$ cat config.mk
export PLATFORM = sky130hd
export DESIGN_NAME = print_char_tx
export DESIGN_NICKNAME = d
export VERILOG_FILES = /design/src/rtl/print_char_tx.sv
export SDC_FILE = /design/constraint.sdc
export NUM_CORES = 1
export LEC_CHECK = 0
export ABC_AREA = 1
export BUFFER_PORTS_ARGS = -buffer_cell sky130_fd_sc_hd__buf_2
export CORE_MARGIN = 1.5
export CORE_UTILIZATION = 57
export DETAILED_ROUTE_END_ITERATION = 12
export PLACE_DENSITY_LB_ADDON = 0.2
export SLEW_MARGIN = 40
export SYNTH_ARGS = -nofsm -noshare
export SYNTH_HDL_FRONTEND = slang
export SYNTH_SLANG_ARGS = --single-unit
$ cat constraint.sdc
create_clock -name wb_clk_i -period 5.1 [get_ports wb_clk_i]
set_input_delay 0.51 -clock wb_clk_i [delete_from_list [all_inputs] [get_ports wb_clk_i]]
set_output_delay 0.51 -clock wb_clk_i [all_outputs]
set_load 0.02 [all_outputs]
$ cat src/rtl/print_char_tx.sv
// Debug-print transmitter: Wishbone-written characters are queued and framed onto an 8-bit pad bus with a strobe.
// Define PRINT_TX_CRLF_EN to send an automatic CR frame ahead of every LF.
module print_char_tx #(
    parameter logic [31:0] BASE_ADDR  = 32'h3000_0100,
    parameter int          FIFO_DEPTH = 16,
    parameter int          SETUP_CYC  = 2,
    parameter int          STROBE_CYC = 4,
    parameter int          HOLD_CYC   = 2
) (
    input  logic        wb_clk_i,
    input  logic        wb_rstn_i,
    input  logic        wbs_cyc_i,
    input  logic        wbs_stb_i,
    input  logic        wbs_we_i,
    input  logic [3:0]  wbs_sel_i,
    input  logic [31:0] wbs_adr_i,
    input  logic [31:0] wbs_dat_i,
    output logic        wbs_ack_o,
    output logic [31:0] wbs_dat_o,
    output logic [7:0]  char_o,
    output logic        strobe_o,
    output logic [8:0]  io_oeb_o,
    output logic        eot_o
);
    localparam int AW = (FIFO_DEPTH > 1) ? $clog2(FIFO_DEPTH) : 1;
    localparam int LW = AW + 1;
    localparam int CW = 16;
    localparam logic [31:0]   STATUS_ADDR = BASE_ADDR + 32'd4;
    localparam logic [LW-1:0] LEVEL_FULL  = LW'(FIFO_DEPTH);
    localparam logic [CW-1:0] SETUP_LD    = CW'(SETUP_CYC - 1);
    localparam logic [CW-1:0] STROBE_LD   = CW'(STROBE_CYC - 1);
    localparam logic [CW-1:0] HOLD_LD     = CW'(HOLD_CYC - 1);

    typedef enum logic [1:0] {IDLE, SETUP, STROBE, HOLD} state_t;

    state_t        state_reg;
    logic [CW-1:0] cnt_reg;
    logic [7:0]    char_reg;
    logic          strobe_reg;
    logic          eot_reg;
    logic          ack_reg;
    logic          served_reg;
    logic          ovf_reg;
    logic [31:0]   dat_o_reg;
    logic [8:0]    oeb_reg;

    logic [7:0]    mem [FIFO_DEPTH];
    logic [AW-1:0] wr_ptr_reg;
    logic [AW-1:0] rd_ptr_reg;
    logic [LW-1:0] level_reg;

    logic          hit_data;
    logic          hit_status;
    logic          wb_req;
    logic          push_req;
    logic          push_ok;
    logic          pop;
    logic          full;
    logic          empty;
    logic          busy;
    logic          ovf_clr;
    logic          insert_cr;
    logic [7:0]    head;
    logic [7:0]    level_byte;
    logic [31:0]   status_word;
    logic          unused_bits;

    assign hit_data    = (wbs_adr_i == BASE_ADDR);
    assign hit_status  = (wbs_adr_i == STATUS_ADDR);
    // served_reg blocks a second ack while the master keeps the same request asserted
    assign wb_req      = wbs_cyc_i & wbs_stb_i & (hit_data | hit_status) & ~served_reg;
    assign push_req    = wb_req & wbs_we_i & hit_data & wbs_sel_i[0];
    assign ovf_clr     = wb_req & wbs_we_i & hit_status & wbs_dat_i[3];
    assign full        = (level_reg == LEVEL_FULL);
    assign empty       = (level_reg == '0);
    assign push_ok     = push_req & ~full;
    assign head        = mem[rd_ptr_reg];
    assign busy        = (state_reg != IDLE) | ~empty;
    assign level_byte  = 8'(level_reg);
    assign status_word = {16'h0000, level_byte, 4'h0, ovf_reg, busy, empty, full};
    assign unused_bits = &{1'b0, wbs_sel_i[3:1], wbs_dat_i[31:8]};

`ifdef PRINT_TX_CRLF_EN
    logic cr_sent_reg;
    // An LF at the head is held back until its CR frame has been sent
    assign insert_cr = (head == 8'h0A) & ~cr_sent_reg;
`else
    assign insert_cr = 1'b0;
`endif

    assign pop = (state_reg == IDLE) & ~empty & ~insert_cr;

    always_ff @(posedge wb_clk_i or negedge wb_rstn_i) begin
        if (!wb_rstn_i) begin
            ack_reg    <= 1'b0;
            served_reg <= 1'b0;
            dat_o_reg  <= '0;
            ovf_reg    <= 1'b0;
            oeb_reg    <= 9'h1FF;
        end else begin
            ack_reg    <= wb_req;
            served_reg <= wbs_cyc_i & wbs_stb_i & (served_reg | wb_req);
            dat_o_reg  <= (wb_req && !wbs_we_i && hit_status) ? status_word : 32'h0;
            if (push_req && full) begin
                ovf_reg <= 1'b1;
            end else if (ovf_clr) begin
                ovf_reg <= 1'b0;
            end
            oeb_reg    <= 9'h000;
        end
    end

    always_ff @(posedge wb_clk_i) begin
        if (push_ok) begin
            mem[wr_ptr_reg] <= wbs_dat_i[7:0];
        end
    end

    always_ff @(posedge wb_clk_i or negedge wb_rstn_i) begin
        if (!wb_rstn_i) begin
            wr_ptr_reg <= '0;
            rd_ptr_reg <= '0;
            level_reg  <= '0;
        end else begin
            if (push_ok) begin
                wr_ptr_reg <= wr_ptr_reg + AW'(1);
            end
            if (pop) begin
                rd_ptr_reg <= rd_ptr_reg + AW'(1);
            end
            level_reg <= level_reg + LW'(push_ok) - LW'(pop);
        end
    end

    always_ff @(posedge wb_clk_i or negedge wb_rstn_i) begin
        if (!wb_rstn_i) begin
            state_reg  <= IDLE;
            cnt_reg    <= '0;
            char_reg   <= '0;
            strobe_reg <= 1'b0;
            eot_reg    <= 1'b0;
`ifdef PRINT_TX_CRLF_EN
            cr_sent_reg <= 1'b0;
`endif
        end else begin
            eot_reg <= 1'b0;
            case (state_reg)
                IDLE: begin
                    if (!empty) begin
                        char_reg  <= insert_cr ? 8'h0D : head;
`ifdef PRINT_TX_CRLF_EN
                        cr_sent_reg <= insert_cr;
`endif
                        cnt_reg   <= SETUP_LD;
                        state_reg <= SETUP;
                    end
                end
                SETUP: begin
                    if (cnt_reg == '0) begin
                        strobe_reg <= 1'b1;
                        eot_reg    <= (char_reg == 8'h04);
                        cnt_reg    <= STROBE_LD;
                        state_reg  <= STROBE;
                    end else begin
                        cnt_reg <= cnt_reg - CW'(1);
                    end
                end
                STROBE: begin
                    if (cnt_reg == '0) begin
                        strobe_reg <= 1'b0;
                        cnt_reg    <= HOLD_LD;
                        state_reg  <= HOLD;
                    end else begin
                        cnt_reg <= cnt_reg - CW'(1);
                    end
                end
                HOLD: begin
                    if (cnt_reg == '0) begin
                        state_reg <= IDLE;
                    end else begin
                        cnt_reg <= cnt_reg - CW'(1);
                    end
                end
                default: state_reg <= IDLE;
            endcase
        end
    end

    assign wbs_ack_o = ack_reg;
    assign wbs_dat_o = dat_o_reg;
    assign char_o    = char_reg;
    assign strobe_o  = strobe_reg;
    assign io_oeb_o  = oeb_reg;
    assign eot_o     = eot_reg;

endmodule

== Yosys cells after proc, flatten, opt, wreduce, memory -nomap -nowiden ==
Memories as Yosys holds them, arrays and structs flattened. A register that Yosys moved wholly into a read port is not among the register bits.
Cells that the tools add are included.
Word-level totals
  logic and storage cells: 82
  bits in registers: 58
  memory bits (read-only): 0
  memories kept: 1
  input port bits: 73
  bits in latches: 0
  RAM bits: 128
Memory list
  mem: depth 16, width 8, rd ports 1, clocked after memory_dff 1, wr ports 1, line 47  | logic [7:0] mem [FIFO_DEPTH];
Cells by class
  equal/unequal tests: 12
  order comparisons: 0
  bitwise gates (word level): 17
  divide/modulo/power cells: 0
  $add $sub $neg: 5
  shift operators: 0
  multiplexer cells: 20
  reduce and logical (&&, ||, !) cells: 15
  multiply operators: 0
Operator list (number)
  $eq A32 B30 Y1 const B: 2
  $mux W16: 4
  $pmux W16 S4: 1
  $logic_not A16 Y1: 1
  $sub A16 B1 Y16 const B: 1
  $mux W13: 1
  $and A1 B1 Y1: 11
  $ne A2 B2 Y1 const B: 5
  $add A4 B1 Y4 const B: 2
  $eq A8 B3 Y1 const B: 1
  $mux W1: 8
  $mux W2: 4
  $pmux W2 S4: 1
  $reduce_bool A2 Y1: 3
  $add A5 B1 Y5: 1
  $eq A5 B5 Y1 const B: 1
  $logic_not A5 Y1: 1
  $sub A5 B1 Y5: 1
  $eq A2 B2 Y1 const B: 2
  $reduce_and A2 Y1: 2
  $reduce_and A4 Y1: 1
  $logic_and A1 B1 Y1: 3
  $not A1 Y1: 3
  $or A1 B1 Y1: 3
  5 further kinds: 6

== Logic depth before layout (Yosys ltp) ==
  depth after elaboration: 10
  gate-level depth with buffers: 16
  depth with buffers taken out: 15

== Worst setup path after synthesis ==
No wires, ideal clock.
  path type: register to register
  start: reg level_reg[3]
  end: reg level_reg[4]
  cell stages (with the launch flop): 17
  setup slack: 2.488 ns
  data arrival time: 2.533 ns
  required time: 5.021 ns
  buffers on the path: 1
  cells stage by stage: dfrtp_1 inv_1 ha_1 nand3_1 inv_1 nand2_1 nand2_2 inv_1 buf_2 ha_1 inv_1 ha_1 fa_1 a21oi_1 nor2_1 nor2_1 xor2_1
On the way
  elaborated cells between the ends (all ways): 8
  classes of those cells: add/sub (2); eq/ne (1); bitwise (4); reduce/logical (1)
RTL lines
  start, declared: line 50  | logic [LW-1:0] level_reg;
  start signal, assigned: line 131  | level_reg <= level_reg + LW'(push_ok) - LW'(pop);
  $logic_not A5 Y1: line 75  | assign empty = (level_reg == '0);
  $not A1 Y1 (no source line)
  $and A1 B1 Y1: line 91  | assign pop = (state_reg == IDLE) & ~empty & ~insert_cr;
  via pop: line 57  | logic pop;
  $sub A5 B1 Y5: line 131
The timed path passes the listed nets, and every way through them passes these cells.
A chain may end at the register's enable or synchronous reset.

== Worst setup path after layout ==
  start: reg level_reg[2]
  end: reg level_reg[4]
On the way
  word-level cells in the longest chain between the ends: 5
  elaborated cells between the ends (all ways): 8
  classes of those cells: add/sub (2); eq/ne (1); bitwise (4); reduce/logical (1)
RTL lines
  $eq A5 B5 Y1: line 74  | assign full = (level_reg == LEVEL_FULL);
  $not A1 Y1: line 76  | assign push_ok = push_req & ~full;
  $and A1 B1 Y1: line 76
  $add A5 B1 Y5: line 131
  $sub A5 B1 Y5 *: line 131
Every way passes the cells marked *; elsewhere a longest branch is shown, timed or not.

==> results.toml <==
[synth]
ys_warn_count = 0
synth_fa_ha_area_share_pct = 2.81
ys_types = 40
ys_seq_area_share_pct = 62.8
synth.mux.area_fraction_pct = 0
async_reset_ff_share_pct = 29.7
synth_area_um2 = 8270
synth-seq-cells = 182
syn_avg_cell_area_um2 = 10.5
synth-compound-area-share_pct = 8.79
synth_edf_count = 128
synth-xor-area-share_pct = 1.06
synth_top_flop_cell = "edfxtp_1"
synth_top_family_by_area = "simple AND/OR/NAND/NOR gates"
syn_inst = 791
synthSimpleGateAreaFrac_pct = 17.5

[floorplan]
core_area_um2 = 14000
ios = 125
start_util_pct = 58.9
std_cell_rows = 43
die_area_um2 = 15200
die_w_um = 123
fp.dieH_um = 123

[global_route]
grt_pass1_wl_mm = 27.3
grt_start_max_net_pins = 68
grt_pass1_vias = 5402
overflow = 0
grtUsageTotal_pct = 24.0
antenna_found_initial = 0

[power_and_ir_drop]
peakVddDrop_mv = 0.256
p_per_area_nw_per_um2 = 323
leakagePower_uw = 0.00380
power_uw = 2990

[clock_tree]
cts_sinks = 182
postCtsResizedCells = 0
clock_latency_ns = 0.43
clk_pin_slew_ns = 0.06
post_cts_buffers = 0
cts-htree-levels = 4
cts_made_buffers = 17
cts_tree = "done"
cts_hold_buf = 0
cts_buffer_depth = 2
cts-root-buf = "clkbuf_16"

[run]
max_cap_violations = 0

[sta]
final.setup.tns_ns = 0
hold_viol = 0
max_slew_margin_pct = 45.4
rsz0062_at_grt = "false"
period_needed_ns = 3.14
worst_pin_slew_ns = 0.816
fmax_ghz = 0.319
finClkSkew_ns = 0.00976
setup_viol = 0
finalMaxSlewViolations = 0
fin_crit_sh_pct = 61.5

[setup_path]
cp_cell_sequence = "inv_1, ha_1, nand3_1, inv_1, nand2_1, nand2_2, inv_1, ha_1, inv_1, ha_1, fa_1, a21oi_1, nor2_1, nor2_1, xor2_1"
cp_num_buf_inv = 4
worstPathRequired_ns = 5.45
max_stage_delay_ns = 0.43
end_kind = "register"
slowest_stage = "fa_1"
crit_path_start_kind = "register"
cp_max_fo = 13
path_class = "reg2reg"
cp_top_family = "adder cells"
crit_arrival_ns = 3.49
crit_top_cell = "inv_1"

[place]
gp_congestion = 0.849
hpwl_mm = 10.7
port_buffers = 74

[cells_and_area]
diodes = 0
mostFrequentLayoutCells = "nor2_1, edfxtp_1, nand2_1"
final_common_cell = "nor2_1"
nNetsFinal = 943
syn2layout_area_growth_pct = 11.7
drive_gt1_share_pct = 16.0
largest_reg_flops = 128

[route]
viasPerCell = 5.51
postRouteAntennaNets = 0
dr.first_iter.drc_count = 439
vias = 5754
drc = 0
wl_mm = 17.2
drt_first_pass_iters = 5
avgRoutedWirePerCell_um = 16.5

[outcome]
run_status = "complete, no violations"

[worst_hold_path]
hp-class = "in2async"
==> worst paths after layout <==
check                      slack [ns]  cells after the start           end         start
setup / recovery                 1.96                     15  level_reg[4]  level_reg[2]
hold / removal                   0.21                      2    cnt_reg[2]     wb_rstn_i
setup reg to reg                 1.96                     15  level_reg[4]  level_reg[2]
hold reg to reg                  0.49                      2  wbs_dat_o[3]       ovf_reg
max in group asynchronous        4.41                      2     char_o[4]     wb_rstn_i
min in group wb_clk_i            0.29                      2  wbs_dat_o[0]      wbs_we_i
==> cells in the mapped netlist (10+ instances only) <==
library cell,number,area [um2]
ha_1,17,213
nor2_1,180,676
edfxtp_1,128,3840
nand2_1,98,368
buf_2,15,75.1
o211ai_1,32,240
o21ai_0,72,360
clkbuf_1,10,37.5
dfrtp_1,53,1330
buf_4,33,248
nand3_1,31,155
inv_1,47,176
==> worst register-to-register path: cells and delay by family, from the launching register on <==
family | cells | cell delay, ns
AO/OA/AOI/OAI | 1 | 0.17
XOR/XNOR | 1 | 0.16
adder cells (fa/ha/maj) | 4 | 1.19
buffers and inverters | 4 | 0.57
flip-flops | 1 | 0.38
AND/OR/NAND/NOR | 5 | 0.60
==> report_power, final <==
| part | switching, uW | leakage, uW | internal, uW | total, uW |
|---|---|---|---|---|
| Combinational | 53.3 | 0.00166 | 17.5 | 70.8 |
| Sequential | 0.612 | 0.00183 | 1590 | 1590 |
| Clock | 558 | 0.000304 | 775 | 1330 |
==> layout make-up <==
class	count	area [um2]
multi-input cells	519	2600
clock buffers	26	564
well taps	180	225
clock inverters	6	51.3
repair buffers	78	400
fillers	1061	4800
inverters	54	205
flip-flops and latches	182	5200
==> metrics by stage <==
stage	area [um2]	utilization, %	setup WS (ns)	hold WS, ns	instances
3_3_place_gp	8610	61.3	2.14	0.484	1013
2_1_floorplan	8360	-	2.49	0.214	814
4_1_cts	9230	65.7	1.95	0.238	1045
5_1_grt	9240	65.8	1.69	0.279	1045
3_5_place_dp	8610	61.3	2.03	0.484	1013
6_report	9240	65.8	1.96	0.208	1045
==> routing by layer <==
metal | track usage, % | vias to the layer above | share of wire, %
li1 | - | 2751 | -
met1 | 31.7 | 2776 | 42
met2 | 40.8 | 216 | 50
met3 | 5.07 | 11 | 6.4
met4 | 6.03 | 0 | 0.73
met5 | 0 | - | 0
==> kinds of logic (layout without fill, tap and decap cells) <==
family | Yosys count | after routing
XOR/XNOR | 10 | 10
buffers and inverters | 113 | 164
flip-flops | 182 | 182
AND/OR/NAND/NOR | 342 | 342
other | 1 | 24
adder cells (fa/ha/maj) | 18 | 18
AO/OA/AOI/OAI | 125 | 125
Power figures use the tool's default switching activity.
